<file path="config.mk">
export PLATFORM = sky130hd
export DESIGN_NAME = dcache_uncache_unit_flat
export DESIGN_NICKNAME = d
export VERILOG_FILES = /design/src/rtl/dcache_uncache_unit_if.sv /design/src/rtl/dcache_uncache_unit.sv /design/src/flat_wrapper.sv
export SDC_FILE = /design/constraint.sdc
export NUM_CORES = 1
export LEC_CHECK = 0
export BUFFER_PORTS_ARGS = -buffer_cell sky130_fd_sc_hd__buf_4
export CELL_PAD_IN_SITES_DETAIL_PLACEMENT = 1
export CELL_PAD_IN_SITES_GLOBAL_PLACEMENT = 1
export CORE_MARGIN = 2
export CORE_UTILIZATION = 33
export DETAILED_ROUTE_END_ITERATION = 10
export PLACE_DENSITY_LB_ADDON = 0.1
export SETUP_SLACK_MARGIN = 0.2
export SLEW_MARGIN = 20
export SYNTH_ARGS = -nofsm -noshare
export SYNTH_HDL_FRONTEND = slang
export SYNTH_SLANG_ARGS = --single-unit
</file>
<file path="constraint.sdc">
create_clock -name clk -period 3.55 [get_ports clk]
set_clock_uncertainty 0.1 [all_clocks]
set_input_delay 1.065 -clock clk [delete_from_list [all_inputs] [get_ports clk]]
set_output_delay 1.065 -clock clk [all_outputs]
set_load 0.02 [all_outputs]
</file>
<file path="src/rtl/dcache_uncache_unit_if.sv">
`default_nettype none
// ============================================================================
// Module      : dcache_uncache_unit_if
// Description : Request/response and external bus signals for the uncached
//               data-side access engine.
// Revision    : 1.0 - initial release
// ============================================================================
interface dcache_uncache_unit_if;
   logic        req_valid;
   logic        req_uncache;
   logic        req_ready;
   logic        req_we;
   logic [31:0] req_paddr;
   logic [1:0]  req_size;
   logic [31:0] req_wdata;
   logic [3:0]  req_wstrb;
   logic        resp_valid;
   logic [31:0] resp_rdata;
   logic        resp_err;
   logic        rd_req;
   logic [31:0] rd_addr;
   logic [1:0]  rd_size;
   logic        rd_rdy;
   logic        ret_valid;
   logic [31:0] ret_data;
   logic        wr_req;
   logic [31:0] wr_addr;
   logic [1:0]  wr_size;
   logic [31:0] wr_data;
   logic [3:0]  wr_strb;
   logic        wr_rdy;
   logic        wr_done;

   // Engine side: takes requests from the pipeline, drives the bus.
   modport slave (
      input  req_valid, req_uncache, req_we, req_paddr, req_size, req_wdata, req_wstrb,
      output req_ready, resp_valid, resp_rdata, resp_err,
      output rd_req, rd_addr, rd_size,
      input  rd_rdy, ret_valid, ret_data,
      output wr_req, wr_addr, wr_size, wr_data, wr_strb,
      input  wr_rdy, wr_done
   );

   // Pipeline + bus side.
   modport master (
      output req_valid, req_uncache, req_we, req_paddr, req_size, req_wdata, req_wstrb,
      input  req_ready, resp_valid, resp_rdata, resp_err,
      input  rd_req, rd_addr, rd_size,
      output rd_rdy, ret_valid, ret_data,
      input  wr_req, wr_addr, wr_size, wr_data, wr_strb,
      output wr_rdy, wr_done
   );
endinterface
`default_nettype wire

</file>
<file path="src/rtl/dcache_uncache_unit.sv">
`default_nettype none
// ============================================================================
// Module      : dcache_uncache_unit
// Description : Single-outstanding uncached read/write engine for the dcache.
//               Optional bus-wait timeout enabled by macro UNCACHE_TIMEOUT_EN.
// Revision    : 1.0 - initial release
// ============================================================================
module dcache_uncache_unit #(
   parameter int TIMEOUT_CYCLES = 1024
) (
   input  logic                  clk,
   input  logic                  rst,
   dcache_uncache_unit_if.slave  bus
);
   typedef enum logic [2:0] {
      S_IDLE    = 3'd0,
      S_RD_REQ  = 3'd1,
      S_RD_WAIT = 3'd2,
      S_WR_REQ  = 3'd3,
      S_WR_WAIT = 3'd4,
      S_RESP    = 3'd5
   } state_t;

   state_t      r_state, w_state_nxt;
   logic [31:0] r_addr, r_wdata, r_rdata;
   logic [1:0]  r_size;
   logic [3:0]  r_wstrb;
   logic        r_err;
   logic        w_accept, w_capture, w_err_nxt, w_timeout;

   assign w_accept = bus.req_valid & bus.req_uncache & (r_state == S_IDLE);

`ifdef UNCACHE_TIMEOUT_EN
   logic [31:0] r_cnt;
   logic        w_busy;

   assign w_busy    = (r_state == S_RD_REQ) || (r_state == S_RD_WAIT) ||
                      (r_state == S_WR_REQ) || (r_state == S_WR_WAIT);
   // Fires on the TIMEOUT_CYCLES-th busy cycle, so the count reaches the limit on exit.
   assign w_timeout = w_busy && (r_cnt == 32'(TIMEOUT_CYCLES - 1));

   always_ff @(posedge clk) begin
      if (rst)           r_cnt <= '0;
      else if (w_accept) r_cnt <= '0;
      else if (w_busy)   r_cnt <= r_cnt + 32'd1;
   end
`else
   assign w_timeout = 1'b0;
`endif

   always_comb begin
      w_state_nxt = r_state;
      w_capture   = 1'b0;
      w_err_nxt   = 1'b0;
      unique case (r_state)
         S_IDLE: begin
            if (w_accept) w_state_nxt = bus.req_we ? S_WR_REQ : S_RD_REQ;
         end
         S_RD_REQ: begin
            // Completion beats timeout; a bare handshake at the limit still aborts.
            if (bus.rd_rdy && bus.ret_valid) begin
               w_capture   = 1'b1;
               w_state_nxt = S_RESP;
            end else if (w_timeout) begin
               w_err_nxt   = 1'b1;
               w_state_nxt = S_RESP;
            end else if (bus.rd_rdy) begin
               w_state_nxt = S_RD_WAIT;
            end
         end
         S_RD_WAIT: begin
            if (bus.ret_valid) begin
               w_capture   = 1'b1;
               w_state_nxt = S_RESP;
            end else if (w_timeout) begin
               w_err_nxt   = 1'b1;
               w_state_nxt = S_RESP;
            end
         end
         S_WR_REQ: begin
            if (bus.wr_rdy && bus.wr_done) begin
               w_state_nxt = S_RESP;
            end else if (w_timeout) begin
               w_err_nxt   = 1'b1;
               w_state_nxt = S_RESP;
            end else if (bus.wr_rdy) begin
               w_state_nxt = S_WR_WAIT;
            end
         end
         S_WR_WAIT: begin
            if (bus.wr_done) begin
               w_state_nxt = S_RESP;
            end else if (w_timeout) begin
               w_err_nxt   = 1'b1;
               w_state_nxt = S_RESP;
            end
         end
         S_RESP:  w_state_nxt = S_IDLE;
         default: w_state_nxt = S_IDLE;
      endcase
   end

   always_ff @(posedge clk) begin
      if (rst) begin
         r_state <= S_IDLE;
         r_addr  <= '0;
         r_size  <= '0;
         r_wdata <= '0;
         r_wstrb <= '0;
         r_rdata <= '0;
         r_err   <= 1'b0;
      end else begin
         r_state <= w_state_nxt;
         r_err   <= w_err_nxt;
         if (w_accept) begin
            r_addr  <= bus.req_paddr;
            r_size  <= bus.req_size;
            r_wdata <= bus.req_wdata;
            r_wstrb <= bus.req_wstrb;
         end
         if (w_capture)      r_rdata <= bus.ret_data;
         else if (w_err_nxt) r_rdata <= '0;
      end
   end

   // Requests are gated by rst so an abandoned transaction leaves the bus at once.
   assign bus.rd_req     = (r_state == S_RD_REQ) & ~rst;
   assign bus.wr_req     = (r_state == S_WR_REQ) & ~rst;
   assign bus.req_ready  = (r_state == S_IDLE);
   assign bus.resp_valid = (r_state == S_RESP);
   assign bus.resp_err   = r_err;
   assign bus.resp_rdata = r_rdata;
   assign bus.rd_addr    = r_addr;
   assign bus.rd_size    = r_size;
   assign bus.wr_addr    = r_addr;
   assign bus.wr_size    = r_size;
   assign bus.wr_data    = r_wdata;
   assign bus.wr_strb    = r_wstrb;
endmodule
`default_nettype wire

</file>
<file path="src/flat_wrapper.sv">
// flat-port wrapper written by rule: the top's interface ports become plain ports
module dcache_uncache_unit_flat 
#(
   parameter int TIMEOUT_CYCLES = 1024
)
  (clk, rst, bus_req_valid, bus_req_uncache, bus_req_we, bus_req_paddr, bus_req_size, bus_req_wdata, bus_req_wstrb, bus_req_ready, bus_resp_valid, bus_resp_rdata, bus_resp_err, bus_rd_req, bus_rd_addr, bus_rd_size, bus_rd_rdy, bus_ret_valid, bus_ret_data, bus_wr_req, bus_wr_addr, bus_wr_size, bus_wr_data, bus_wr_strb, bus_wr_rdy, bus_wr_done);
  dcache_uncache_unit_if bus_i ();
  input  logic clk;
  input  logic rst;
  input wire logic [$bits(bus_i.req_valid)-1:0] bus_req_valid;
  input wire logic [$bits(bus_i.req_uncache)-1:0] bus_req_uncache;
  input wire logic [$bits(bus_i.req_we)-1:0] bus_req_we;
  input wire logic [$bits(bus_i.req_paddr)-1:0] bus_req_paddr;
  input wire logic [$bits(bus_i.req_size)-1:0] bus_req_size;
  input wire logic [$bits(bus_i.req_wdata)-1:0] bus_req_wdata;
  input wire logic [$bits(bus_i.req_wstrb)-1:0] bus_req_wstrb;
  output wire logic [$bits(bus_i.req_ready)-1:0] bus_req_ready;
  output wire logic [$bits(bus_i.resp_valid)-1:0] bus_resp_valid;
  output wire logic [$bits(bus_i.resp_rdata)-1:0] bus_resp_rdata;
  output wire logic [$bits(bus_i.resp_err)-1:0] bus_resp_err;
  output wire logic [$bits(bus_i.rd_req)-1:0] bus_rd_req;
  output wire logic [$bits(bus_i.rd_addr)-1:0] bus_rd_addr;
  output wire logic [$bits(bus_i.rd_size)-1:0] bus_rd_size;
  input wire logic [$bits(bus_i.rd_rdy)-1:0] bus_rd_rdy;
  input wire logic [$bits(bus_i.ret_valid)-1:0] bus_ret_valid;
  input wire logic [$bits(bus_i.ret_data)-1:0] bus_ret_data;
  output wire logic [$bits(bus_i.wr_req)-1:0] bus_wr_req;
  output wire logic [$bits(bus_i.wr_addr)-1:0] bus_wr_addr;
  output wire logic [$bits(bus_i.wr_size)-1:0] bus_wr_size;
  output wire logic [$bits(bus_i.wr_data)-1:0] bus_wr_data;
  output wire logic [$bits(bus_i.wr_strb)-1:0] bus_wr_strb;
  input wire logic [$bits(bus_i.wr_rdy)-1:0] bus_wr_rdy;
  input wire logic [$bits(bus_i.wr_done)-1:0] bus_wr_done;
  assign bus_i.req_valid = bus_req_valid;
  assign bus_i.req_uncache = bus_req_uncache;
  assign bus_i.req_we = bus_req_we;
  assign bus_i.req_paddr = bus_req_paddr;
  assign bus_i.req_size = bus_req_size;
  assign bus_i.req_wdata = bus_req_wdata;
  assign bus_i.req_wstrb = bus_req_wstrb;
  assign bus_req_ready = bus_i.req_ready;
  assign bus_resp_valid = bus_i.resp_valid;
  assign bus_resp_rdata = bus_i.resp_rdata;
  assign bus_resp_err = bus_i.resp_err;
  assign bus_rd_req = bus_i.rd_req;
  assign bus_rd_addr = bus_i.rd_addr;
  assign bus_rd_size = bus_i.rd_size;
  assign bus_i.rd_rdy = bus_rd_rdy;
  assign bus_i.ret_valid = bus_ret_valid;
  assign bus_i.ret_data = bus_ret_data;
  assign bus_wr_req = bus_i.wr_req;
  assign bus_wr_addr = bus_i.wr_addr;
  assign bus_wr_size = bus_i.wr_size;
  assign bus_wr_data = bus_i.wr_data;
  assign bus_wr_strb = bus_i.wr_strb;
  assign bus_i.wr_rdy = bus_wr_rdy;
  assign bus_i.wr_done = bus_wr_done;
  dcache_uncache_unit #(.TIMEOUT_CYCLES(TIMEOUT_CYCLES)) u_core (.clk(clk), .rst(rst), .bus(bus_i));
endmodule
</file>
==> results.ini <==
[drt]
top_layer = met4
drc = 0
antenna_left = 0
vias = 4198
drt_iter0_drc = 215
vias_per_cell = 5.05
postRouteWirelength_um = 14500
wl_met3_um = 1310
wl_per_cell_um = 17.4
drt_pre_antenna_iters = 4
met1_length_um = 5560
wl_met2_um = 7330

[sta]
tightest_slew_ps = 1010
finalWorstPathRequiredPeriod_ps = 2850
maxSlewViolCount = 0
hold_viol_final = 0
relSlewSlack_pct = 32.3
period_share_pct = 80.3
rsz0062_at_grt = false
fin_setup_tns_ps = 0
max_freq_mhz = 351
setup_viol = 0
finalWorstSetupSlack_ps = 698

[setup_path]
required_ps = 2380
startpoint_type = flop
crit_type = flop to output pin
cp-end-kind = output pin
rr_worst_depth = 5
arrival_ps = 1690
critPathMaxFanout = 14

[yosys]
syn_area_per_cell_um2 = 9.23
postSynthCellCount = 469
syn_area_um2 = 4330
synth_edf_count = 0
ys_types = 37
seq_area_frac_synth_pct = 48.6
ys_ff_latch = 105
async_flop_share_pct = 0
synth_ff_type = dfxtp_1
synth.net_count = 580
yosys_warnings = 0

[layout]
areaGrowthSynthToFinish_pct = 46.8
layout_commonest_cell = buf_4
ff_latch_area_um2 = 2100
nFillCells = 1520
antennaDiodeCount = 0
final_cell_mix = buf_4, dfxtp_1, a21oi_1, nand3_1, o21ai_1
multi_input_area_um2 = 1660
drive_gt1_share_pct = 47.3
nNetsFinal = 765

[global_routing]
grt_max_degree = 71
grt_remaining_overflow = 0
grt_pass1_vias = 4318
antenna_found_initial = 0
grt_usage_pct = 19.9
grt_pass1_wl_um = 22500

[clock_network]
cts.sinks = 105
post_cts_buffers = 0
ctsHoldBuffers = 0
clk_latency_ps = 350
htreeDepth = 3
cts_tree = yes
clk_path_buf_depth = 2
cts_buffers = 9
root_buffer = clkbuf_16
clkTransAtPathRegs_ps = 70
cts_resized = 0

[floorplan]
initial_utilization_pct = 34.0
pin_count = 252
num_rows = 41
fp.dieW_um = 119
core-area_um2 = 12700
die_area_um2 = 14100
die_h_um = 119

[pwr]
p_seq_share_pct = 34.8
pwr-share-comb_pct = 36.4
powerDensity_nw_per_um2 = 674
p_sw_share_pct = 36.9
p_int_mw = 2.70
power.total_mw = 4.28
p_switching_mw = 1.58
leakage_nw = 2.93
clkPwrFrac_pct = 28.9
peakVddDrop_mv = 0.438

[status]
outcome = complete, no violations

[placement]
io_buffers = 250
hpwl_um = 10200
gp_congestion = 0.721
pre_cts_ws_ps = 730

[run]
cap_violations = 0

[hold_path]
hold-path-cell-count = 2
worst_hold_path_type = flop to flop

Yosys cell counts (all sizes together), types with 2 or more instances:
library cell	number	area share, %
o21ai	71	8.2
buf	52	9.9
a32o	32	8.3
nand3	70	8.1
dfxtp	105	49
nand3b	3	0.81
inv	5	0.49
clkbuf	33	2.9
nand2	4	0.35
a21oi	72	8.3
a211o	2	0.40
and3b	2	0.40
final timing paths:
check	from	end	slack [ps]
max	u_core.r_state[0]	bus_rd_req	700
min	u_core.bus.wr_data[14]	u_core.bus.wr_data[14]	380
max reg2reg	u_core.r_state[0]	u_core.bus.wr_strb[2]	1330
min reg2reg	u_core.bus.wr_data[14]	u_core.bus.wr_data[14]	380
state kept, by name, summed over array words and instances, names as in the netlist:
signal,count
u_core.bus.wr_data,32
u_core.bus.resp_rdata,32
u_core.bus.rd_addr,32
u_core.r_state,3
u_core.bus.rd_size,2
u_core.bus.wr_strb,4
layout make-up:
type,instances,area share (%)
Inverter,5,0.335
Timing Repair Buffer,259,31.2
Sequential cell,105,33.1
Clock buffer,11,3.98
Multi-Input combinational cell,274,26.1
Tap cell,172,3.39
Clock inverter,5,1.97
critical path, stage by stage, from the launching register on:
cell	delay, ps
dfxtp_1	610
inv_1	150
nor4_1	360
buf_4	210
power by group through the flow:
stage                     logic (mW)  registers (mW)  clock network, mW
after floorplan                0.986            1.65                  0
after global placement          1.55            1.51                  0
after detailed placement        1.58            1.52                  0
after CTS                       1.58            1.49               1.26
after global routing            1.68            1.51               1.32
final                           1.56            1.49               1.24
cell families after synthesis:
| kind of cell | count (synthesis) | synth area share (%) |
|---|---|---|
| compound gates | 185 | 27.1 |
| other cells | 1 | 0.0866 |
| buf+inv | 90 | 13.2 |
| simple gates | 88 | 11.0 |
| flops | 105 | 48.6 |
stage by stage:
stage          hold slack (ps)  area (µm²)  cells  utilization, %
6_report                   381        6360    831            50.0
5_1_grt                    407        6360    831            50.0
4_1_cts                    384        6360    831            50.0
3_5_place_dp               374        5980    815            47.0
3_3_place_gp               367        5980    815            47.0
2_1_floorplan              458        4330    469               -
layer usage:
layer / global-route usage, % / vias up
met5: 0 / -
met4: 7.44 / 0
met3: 6.90 / 19
met2: 35.5 / 160
met1: 21.6 / 1968
li1: - / 2051
No activity file was read; power rests on OpenSTA's default activity.
